$ cat config.mk
export PLATFORM = sky130hd
export DESIGN_NAME = pc_gen
export DESIGN_NICKNAME = d
export VERILOG_FILES = /design/src/rtl/pc_gen_pkg.sv /design/src/rtl/pc_ras.sv /design/src/rtl/pc_gen.sv
export SDC_FILE = /design/constraint.sdc
export NUM_CORES = 1
export LEC_CHECK = 0
export CAP_MARGIN = 10
export CORE_ASPECT_RATIO = 0.75
export CORE_MARGIN = 5
export CORE_UTILIZATION = 40
export CTS_CLUSTER_DIAMETER = 120
export CTS_CLUSTER_SIZE = 25
export DETAILED_ROUTE_END_ITERATION = 16
export HOLD_SLACK_MARGIN = 0.06
export PLACE_DENSITY = 0.72
export SLEW_MARGIN = 30
export SYNTH_ARGS = -nofsm -noshare
export SYNTH_HDL_FRONTEND = slang
export SYNTH_HIERARCHICAL = 1
export SYNTH_SLANG_ARGS = --single-unit
export TNS_END_PERCENT = 30
$ cat constraint.sdc
create_clock -name CLK -period 3.75 [get_ports CLK]
set_clock_uncertainty 0.2 [all_clocks]
set_input_delay 0.5625 -clock CLK [delete_from_list [all_inputs] [get_ports CLK]]
set_output_delay 0.5625 -clock CLK [all_outputs]
set_load 0.005 [all_outputs]
$ cat src/rtl/pc_gen_pkg.sv
// Shared definitions for the fetch PC generator: width, vector defaults and
// the fetch-state encoding.
package pc_gen_pkg;

  localparam int unsigned WORDSIZE_DEF     = 32;
  localparam logic [31:0] RESET_VECTOR_DEF = 32'h0000_0000;
  localparam logic [31:0] TRAP_VECTOR_DEF  = 32'h0000_0100;
  localparam int unsigned RAS_DEPTH_DEF    = 4;

  typedef enum logic [1:0] {
    ST_BOOT = 2'd0,
    ST_RUN  = 2'd1,
    ST_HALT = 2'd2
  } pc_state_e;

endpackage

$ cat src/rtl/pc_ras.sv
// Circular return-address stack: a push when full overwrites the oldest entry,
// and the count saturates at DEPTH. DEPTH must be a power of two, at least 2.
module pc_ras
  import pc_gen_pkg::*;
#(
  parameter int unsigned WIDTH = WORDSIZE_DEF,
  parameter int unsigned DEPTH = RAS_DEPTH_DEF
) (
  input  logic             CLK,
  input  logic             reset,
  input  logic             clear,
  input  logic             push,
  input  logic             pop,
  input  logic [WIDTH-1:0] push_data,
  output logic [WIDTH-1:0] top,
  output logic             empty
);

  localparam int unsigned PTR_W = $clog2(DEPTH);
  localparam int unsigned CNT_W = $clog2(DEPTH + 1);

  logic [PTR_W-1:0] ptr_q, ptr_d;
  logic [CNT_W-1:0] cnt_q, cnt_d;
  logic [PTR_W-1:0] wr_idx;
  logic [WIDTH-1:0] mem_q [DEPTH];

  // ptr_q is the next free slot; it wraps naturally because DEPTH is a power of two.
  assign top   = mem_q[ptr_q - PTR_W'(1)];
  assign empty = (cnt_q == '0);

  // A simultaneous push and pop replaces the top entry in place.
  assign wr_idx = pop ? (ptr_q - PTR_W'(1)) : ptr_q;

  always_comb begin
    ptr_d = ptr_q;
    cnt_d = cnt_q;
    if (clear) begin
      ptr_d = '0;
      cnt_d = '0;
    end else if (push && !pop) begin
      ptr_d = ptr_q + PTR_W'(1);
      if (cnt_q != CNT_W'(DEPTH)) cnt_d = cnt_q + CNT_W'(1);
    end else if (pop && !push && cnt_q != '0) begin
      ptr_d = ptr_q - PTR_W'(1);
      cnt_d = cnt_q - CNT_W'(1);
    end
  end

  always_ff @(posedge CLK) begin
    if (reset) begin
      ptr_q <= '0;
      cnt_q <= '0;
    end else begin
      ptr_q <= ptr_d;
      cnt_q <= cnt_d;
    end
  end

  // NOTE: the storage array is deliberately left out of reset; entries are
  // only ever read below a valid count, so their power-up value never leaks.
  always_ff @(posedge CLK) begin
    if (push && !clear) mem_q[wr_idx] <= push_data;
  end

endmodule

$ cat src/rtl/pc_gen.sv
// Fetch program-counter generator with trap/branch redirect, halt mode and
// misalignment detection. Define PCGEN_RAS_EN to add a return-address stack.
module pc_gen
  import pc_gen_pkg::*;
#(
  parameter int unsigned          WORDSIZE     = WORDSIZE_DEF,
  parameter int unsigned          INSN_BYTES   = 4,
  parameter logic [WORDSIZE-1:0]  RESET_VECTOR = WORDSIZE'(RESET_VECTOR_DEF),
  parameter logic [WORDSIZE-1:0]  TRAP_VECTOR  = WORDSIZE'(TRAP_VECTOR_DEF),
  parameter int unsigned          RAS_DEPTH    = RAS_DEPTH_DEF
) (
  input  logic                CLK,
  input  logic                reset,
  output logic [WORDSIZE-1:0] pc_out,
  output logic                pc_valid,
  input  logic                fetch_ready,
  output logic [WORDSIZE-1:0] link_addr,
  input  logic                br_taken,
  input  logic [WORDSIZE-1:0] br_base,
  input  logic [WORDSIZE-1:0] br_offset,
  input  logic                br_is_call,
  input  logic                br_is_ret,
  input  logic                trap_req,
  input  logic                halt,
  output logic [WORDSIZE-1:0] epc,
  output logic                misalign
);

  localparam int unsigned OFF_BITS = $clog2(INSN_BYTES);

  pc_state_e           state_q, state_d;
  logic [WORDSIZE-1:0] pc_q, pc_d;
  logic [WORDSIZE-1:0] epc_q, epc_d;
  logic                misalign_q, misalign_d;
  logic [WORDSIZE-1:0] br_tgt;
  logic                active;
  logic                tgt_misaligned;

  // Redirects are honoured in RUN and HALT, never in BOOT.
  assign active    = (state_q != ST_BOOT);
  assign pc_valid  = (state_q == ST_RUN);
  assign link_addr = pc_q + WORDSIZE'(INSN_BYTES);

`ifdef PCGEN_RAS_EN
  logic                ras_push, ras_pop, ras_clear, ras_empty;
  logic [WORDSIZE-1:0] ras_top;

  assign ras_clear = active & trap_req;
  assign ras_push  = active & br_taken & br_is_call & ~trap_req;
  assign ras_pop   = active & br_taken & br_is_ret & ~trap_req & ~ras_empty;

  pc_ras #(
    .WIDTH (WORDSIZE),
    .DEPTH (RAS_DEPTH)
  ) u_ras (
    .CLK       (CLK),
    .reset     (reset),
    .clear     (ras_clear),
    .push      (ras_push),
    .pop       (ras_pop),
    .push_data (link_addr),
    .top       (ras_top),
    .empty     (ras_empty)
  );

  assign br_tgt = ras_pop ? ras_top : (br_base + br_offset);
`else
  logic ras_unused;
  assign ras_unused = br_is_call ^ br_is_ret;
  assign br_tgt     = br_base + br_offset;
`endif

  assign tgt_misaligned = |br_tgt[OFF_BITS-1:0];

  // NOTE: every combinational output gets a default first so no path can
  // leave it unassigned and infer a latch.
  always_comb begin
    state_d    = state_q;
    pc_d       = pc_q;
    epc_d      = epc_q;
    misalign_d = 1'b0;

    unique case (state_q)
      ST_BOOT: state_d = halt ? ST_HALT : ST_RUN;
      ST_RUN:  if (halt && !trap_req && !br_taken) state_d = ST_HALT;
      ST_HALT: if (!halt) state_d = ST_RUN;
      default: state_d = ST_BOOT;
    endcase

    if (active) begin
      if (trap_req) begin
        pc_d  = TRAP_VECTOR;
        epc_d = pc_q;
      end else if (br_taken) begin
        if (tgt_misaligned) begin
          pc_d       = TRAP_VECTOR;
          epc_d      = pc_q;
          misalign_d = 1'b1;
        end else begin
          pc_d = br_tgt;
        end
      end else if (pc_valid && fetch_ready) begin
        pc_d = link_addr;
      end
    end
  end

  // NOTE: sequential state uses non-blocking assignments so every flop
  // samples the pre-edge value of its peers.
  always_ff @(posedge CLK) begin
    if (reset) begin
      state_q    <= ST_BOOT;
      pc_q       <= RESET_VECTOR;
      epc_q      <= '0;
      misalign_q <= 1'b0;
    end else begin
      state_q    <= state_d;
      pc_q       <= pc_d;
      epc_q      <= epc_d;
      misalign_q <= misalign_d;
    end
  end

  assign pc_out   = pc_q;
  assign epc      = epc_q;
  assign misalign = misalign_q;

endmodule

==> results.ini <==
[clock_network]
clockRootBuffer = clkbuf_16
post-cts-setup-buffer-count = 0
cts-buffers-inserted = 9
cts_num_sinks = 67
cts.path.max_buffers = 2
ctsResizeCount = 0
hold_buffers = 0
cts_tree = yes
h-tree-depth = 3
clk_latency_ps = 340
path_clk_slew_ps = 60

[setup_path]
r2r_end = pc_out[28]
cp_num_buf_inv = 1
r2r_setup_slack_ps = 1120
slowest_stage = clkdlybuf4s50_1
worstPathArrival_ps = 2830
cpMostUsedCell = and3_1
critPathTopFamily = simple AND/OR/NAND/NOR gates
worst_path_largest_cell_delay_ps = 560
worstRegToRegCells = 8
cp.required_ps = 2990
path_cells = and3_1 -> nand3_2 -> nor2_1 -> and4_1 -> and3_1 -> xor2_1 -> clkdlybuf4s50_1
endpoint_kind = output pin
critPathMaxFanout = 6
worstReg2RegStart = pc_out[13]
worstSetupStartpointType = register
path_class = register to output pin

[synthesis]
synthTopCellsByArea = dfxtp_1 28%, ha_1 8.3%, nand2_1 7.9%, a21oi_1 7.2%, xnor2_1 5.4%
netlist_area_um2 = 4830
synth_top_area_share_pct = 27.8
synth_nets = 737
yosys.cell_types.count = 62
netlist_instances = 632
synth-seq-cells = 67
synth_top_area_cell = dfxtp_1
synth-edff-count = 0
ys.flop_type = dfxtp_1
synthArstFlopShare_pct = 0
seq_area_frac_synth_pct = 27.8
syn_avg_cell_area_um2 = 7.65
synth_warnings = 6

[floorplanning]
dieHeight_um = 105
core-area_um2 = 11700
rows = 34
die_area_um2 = 14400
fp.dieW_um = 137
initial_core_util_pct = 41.3
ioPinCount = 170

[power]
peakVddDrop_uv = 236
p_sw_share_pct = 28.9
clock_power_share_pct = 41.3
combPwrFrac_pct = 25.5
p_int_mw = 1.60
p_seq_share_pct = 33.2
power_leakage_nw = 2.80
p_sw_mw = 0.649
powerDensity_nw_per_um2 = 315
total_power_mw = 2.24

[cells_and_area]
antenna_cells = 0
multi_input_area_um2 = 3330
final-seq-area_um2 = 1350
nets = 912
syn_to_final_growth_pct = 47.5
final_common_cell = clkdlybuf4s50_1
final_cell_mix = 166 x clkdlybuf4s50_1, 102 x nand2_1, 70 x a21oi_1
drive_gt1_share_pct = 8.99
fill_cells = 1023

[min_path]
worstHoldPathType = register to register
whs_path_depth = 2
hp-start = epc[9]
whs_endpoint = epc[9]

[place]
port-buffer-count = 167
place_hpwl_um = 13200
gp_congestion = 0.911

[detailed_routing]
wire_per_inst_um = 17.0
antenna_left = 0
via_per_inst = 5.41
finalWirelength_um = 16500
drc_errors = 0
drtIter0Drc = 384
num_vias = 5274
dr.pass1.iters = 5

[global_route]
grt_max_degree = 33
grt_pass1_vias = 5164
grt_usage_pct = 23.0
gr-total-overflow = 0
grt_pass1_wl_um = 27000
antenna_found_initial = 0

[timing]
hold_viol = 0
setup_viol = 0
setup_tns_ps = 0
fmax_ghz = 0.279
worst_slew_margin_rel_pct = 54.3
period_needed_ps = 3590
post-route-period-util_pct = 95.7
slew_viol_final = 0
tightest_slew_ps = 683

[job]
drv_cap = 0

[outcome]
status = finished clean

==> per-stage QoR <==
step / hold WS [ps] / std cells / instance area (um2) / util (%) / setup slack (ps)
2_1_floorplan: 253 / 632 / 4830 / - / 730
3_3_place_gp: 243 / 958 / 6780 / 58.0 / -40.6
3_5_place_dp: 248 / 958 / 6780 / 58.0 / -84.7
4_1_cts: 255 / 974 / 7110 / 60.8 / 57.0
5_1_grt: 277 / 974 / 7130 / 60.9 / -28.6
6_report: 254 / 974 / 7130 / 60.9 / 161
==> worst max path at each step <==
stage	from	end	slack, ps	cells after the start
floorplan	br_base[0]	pc_out[30]	730	12
global placement	br_base[0]	pc_out[30]	-40	13
detailed placement	br_base[0]	pc_out[26]	-80	13
CTS	pc_out[13]	link_addr[26]	60	8
global route	br_base[0]	pc_out[30]	-30	13
finish	pc_out[7]	link_addr[19]	160	7
==> per-layer routing <==
| metal | wire length (um) | part of all wire, % | global-route usage (%) | up-vias |
|---|---|---|---|---|
| met5 | 0 | 0 | 0 | - |
| met4 | 185 | 1.1 | 5.48 | 0 |
| met3 | 1410 | 8.5 | 3.22 | 14 |
| met2 | 7180 | 43 | 35.3 | 208 |
| met1 | 7770 | 47 | 34.0 | 2434 |
| li1 | - | - | - | 2618 |
==> state kept, by name, indices dropped and copies added, names as in the netlist <==
register / count
epc: 32
misalign: 1
pc_out: 32
state_q: 2
==> cells in the mapped netlist, drive strengths merged, types with 6 or more instances <==
cell    count
o211ai      6
a22o       12
and3       14
ha         32
nor3       13
a22oi      14
dfxtp      67
xnor2      30
clkbuf     26
o21ai      39
a21oi      70
inv        14
nand3      20
nand4       7
xor2       24
nand2b      6
nor2       48
nand2     103
a21o       16
==> area by class of cell <==
cell class	count	share of cell area [%]
well taps	162	2.84
repair buffers	194	26.2
inverters	14	0.737
multi-input cells	521	46.7
clock buffers	10	3.35
clock inverters	6	1.25
flip-flops and latches	67	18.9
==> worst register-to-register path: cells and delay by family, from the launching register on <==
family	cells	cell delay (ps)
simple gates	5	1300
compound gates	3	610
flops	1	400
==> power groups by stage <==
stage	sequential, mW	combinational (mW)	clock (mW)
final	0.745	0.572	0.927
after global routing	0.748	0.630	0.965
after CTS	0.745	0.568	0.933
after detailed placement	0.760	0.564	0
after global placement	0.760	0.556	0
after floorplan	0.758	0.327	0
==> cells by family (layout without fill, tap and decap cells) <==
| family | count (synthesis) | count (layout) | synth area share, % |
|---|---|---|---|
| simple gates | 240 | 240 | 24.2 |
| compound gates | 191 | 191 | 25.3 |
| flops | 67 | 67 | 27.8 |
| xor+xnor | 54 | 54 | 9.79 |
| buf+inv | 44 | 224 | 3.68 |
| fa+ha+maj | 33 | 33 | 8.70 |
| mux | 3 | 3 | 0.647 |
No activity file was read; power rests on OpenSTA's default activity.
==> RTL edit (same settings) <==
The option `PCGEN_RAS_EN` is turned on by a define.
--- a/src/rtl/pc_gen.sv
+++ b/src/rtl/pc_gen.sv
@@ -1,5 +1,7 @@
 // Fetch program-counter generator with trap/branch redirect, halt mode and
 // misalignment detection. Define PCGEN_RAS_EN to add a return-address stack.
+`define PCGEN_RAS_EN
+
 module pc_gen
   import pc_gen_pkg::*;
 #(
Check against the original RTL: not equivalent (Yosys sat finds a counterexample within 4 cycles, from zero or initial values and one cycle with reset high).
==> RTL edit against the unedited design <==
Non-clock buffer count increased by 54. Sequential power increased to 3.2 times the old value. Final cell count increased by 55%. Area after synthesis increased by 120%. Worst setup slack got worse by 0.060 ns. Cell area increased by 91%. Hold slack got worse by 0.0018 ns. Total power increased by 120%. Global-route usage decreased by 1.6 points. Core utilization decreased by 8.1 points. Sequential cell count increased by 133. Wire length increased by 97%. Critical endpoint is now link_addr[26]. Largest cell class is now registers. Highest routed layer unchanged.
==> RTL edit: results (changes against the unedited design) <==
| Result | Reported | Change |
|:---|:---|:---|
| Run status | complete, no violations | unchanged |
| Yosys cell types | 89 | was 62 |
| Drt first pass iters | 6 | was 5 |
| Number of port buffers | 169 | was 167 |
| Number of DRC markers after the initial detailed-route iteration | 1027 | was 384 |
| Placed cells | 1475 | was 958 |
| Post-Place Worst Slack | 0.0177 ns | was -0.0847 ns |
| Global-route wire length before repair | 48400 um | was 27000 um |
| Pin count of the biggest net entering global routing | 36 | was 33 |
| Seq/Total Area, Yosys | 0.506 | was 0.278 |
| Total length of routed met2 wires | 13600 um | was 7180 um |
| Net Count, Synth | 1039 | was 737 |
| Fmax achieved | 274 MHz | was 279 MHz |
| Number of enable-type register cells in the synthesized netlist | 128 | was 0 |
| Leakage power of the design | 4.92 nW | was 2.80 nW |
| Worst Path Arrival | 2.89 ns | was 2.83 ns |
| Most instantiated cells after synthesis | 129 x sky130_fd_sc_hd__nand2_1, 128 x sky130_fd_sc_hd__edfxtp_1, 81 x sky130_fd_sc_hd__a21oi_1, 72 x sky130_fd_sc_hd__dfxtp_1, 49 x sky130_fd_sc_hd__o21ai_0 | was 102 x sky130_fd_sc_hd__nand2_1, 70 x sky130_fd_sc_hd__a21oi_1, 67 x sky130_fd_sc_hd__dfxtp_1, 47 x sky130_fd_sc_hd__nor2_1, 38 x sky130_fd_sc_hd__o21ai_0 |
| Actual slew at the worst max-slew pin | 0.957 ns | was 0.683 ns |
| Largest voltage drop on the vdd net | 0.316 mV | was 0.236 mV |
| Maximum fanout along the worst path | 5 | was 6 |
| Clock buffers created by TritonCTS | 17 | was 9 |
| Htree depth | 4 | was 3 |
| Dominant synthesized flop cell | sky130_fd_sc_hd__edfxtp_1 | was sky130_fd_sc_hd__dfxtp_1 |
| Cell count after synthesis | 933 | was 632 |
| Register-to-register path setup slack | 0.49 ns | was 1.12 ns |
| Vias per std cell | 5.75 | was 5.41 |
## RTL edit: timing repair
| action | in CTS | in global routing |
|---|---|---|
| pin swaps | 0 | 2 |
| cloned | 0 | 0 |
| setup endpoints to repair | 13 | 13 |
| gates resized for setup | 15 | 9 |
| buffers inserted | 0 | 2 |
## RTL edit: power by group
group	switching (mW)	total, mW	leakage (nW)	internal (mW)
clock	0.829	1.82	0.276	0.994
sequential	0.0320	2.39	1.79	2.36
combinational	0.465	0.822	2.86	0.356
total	1.33	5.03	4.92	3.71
## RTL edit: path summary, 6_finish.rpt
| kind | startpoint | to | cells after the start |
|---|---|---|---|
| max | pc_out[8] | link_addr[26] | 9 |
| min | epc[21] | epc[21] | 2 |
| max reg2reg | u_ras/cnt_q[1] | u_ras/mem_q[1][26] | 9 |
| min reg2reg | epc[21] | epc[21] | 2 |
## RTL edit: stage by stage
stage	cell area, um^2	TNS, ns	hold WS [ns]
2_1_floorplan	10500	0	0.253
3_3_place_gp	12900	0	0.242
3_5_place_dp	12900	0	0.247
4_1_cts	13600	-0.0100	0.257
5_1_grt	13600	-0.00788	0.272
6_report	13600	0	0.252
## RTL edit: area by class of cell
cell class | count | area share
clock inverters | 13 | 0.0105
well taps | 344 | 0.0315
inverters | 21 | 0.00578
clock buffers | 19 | 0.0317
diodes | 1 | 0.000183
repair buffers | 248 | 0.169
flip-flops and latches | 200 | 0.388
multi-input cells | 664 | 0.363
## RTL edit: layer usage
layer,vias to the layer above,track usage
li1,3937,-
met1,4149,0.315
met2,529,0.310
met3,64,0.0605
met4,0,0.0593
met5,-,0
## RTL edit: kinds of logic after synthesis
| group | count (synthesis) | synth area share |
|---|---|---|
| flip-flops | 200 | 0.506 |
| AND/OR/NAND/NOR | 292 | 0.141 |
| adder cells (fa/ha/maj) | 34 | 0.0415 |
| XOR/XNOR | 59 | 0.0495 |
| buffers and inverters | 69 | 0.0355 |
| AO/OA/AOI/OAI | 237 | 0.147 |
| multiplexers | 42 | 0.0788 |
## RTL edit: worst max-delay path: cells and delay by family, from the launching register on
family,cells,cell delay (ns)
buffers and inverters,4,1.11
AND/OR/NAND/NOR,4,0.66
flip-flops,1,0.39
XOR/XNOR,1,0.30
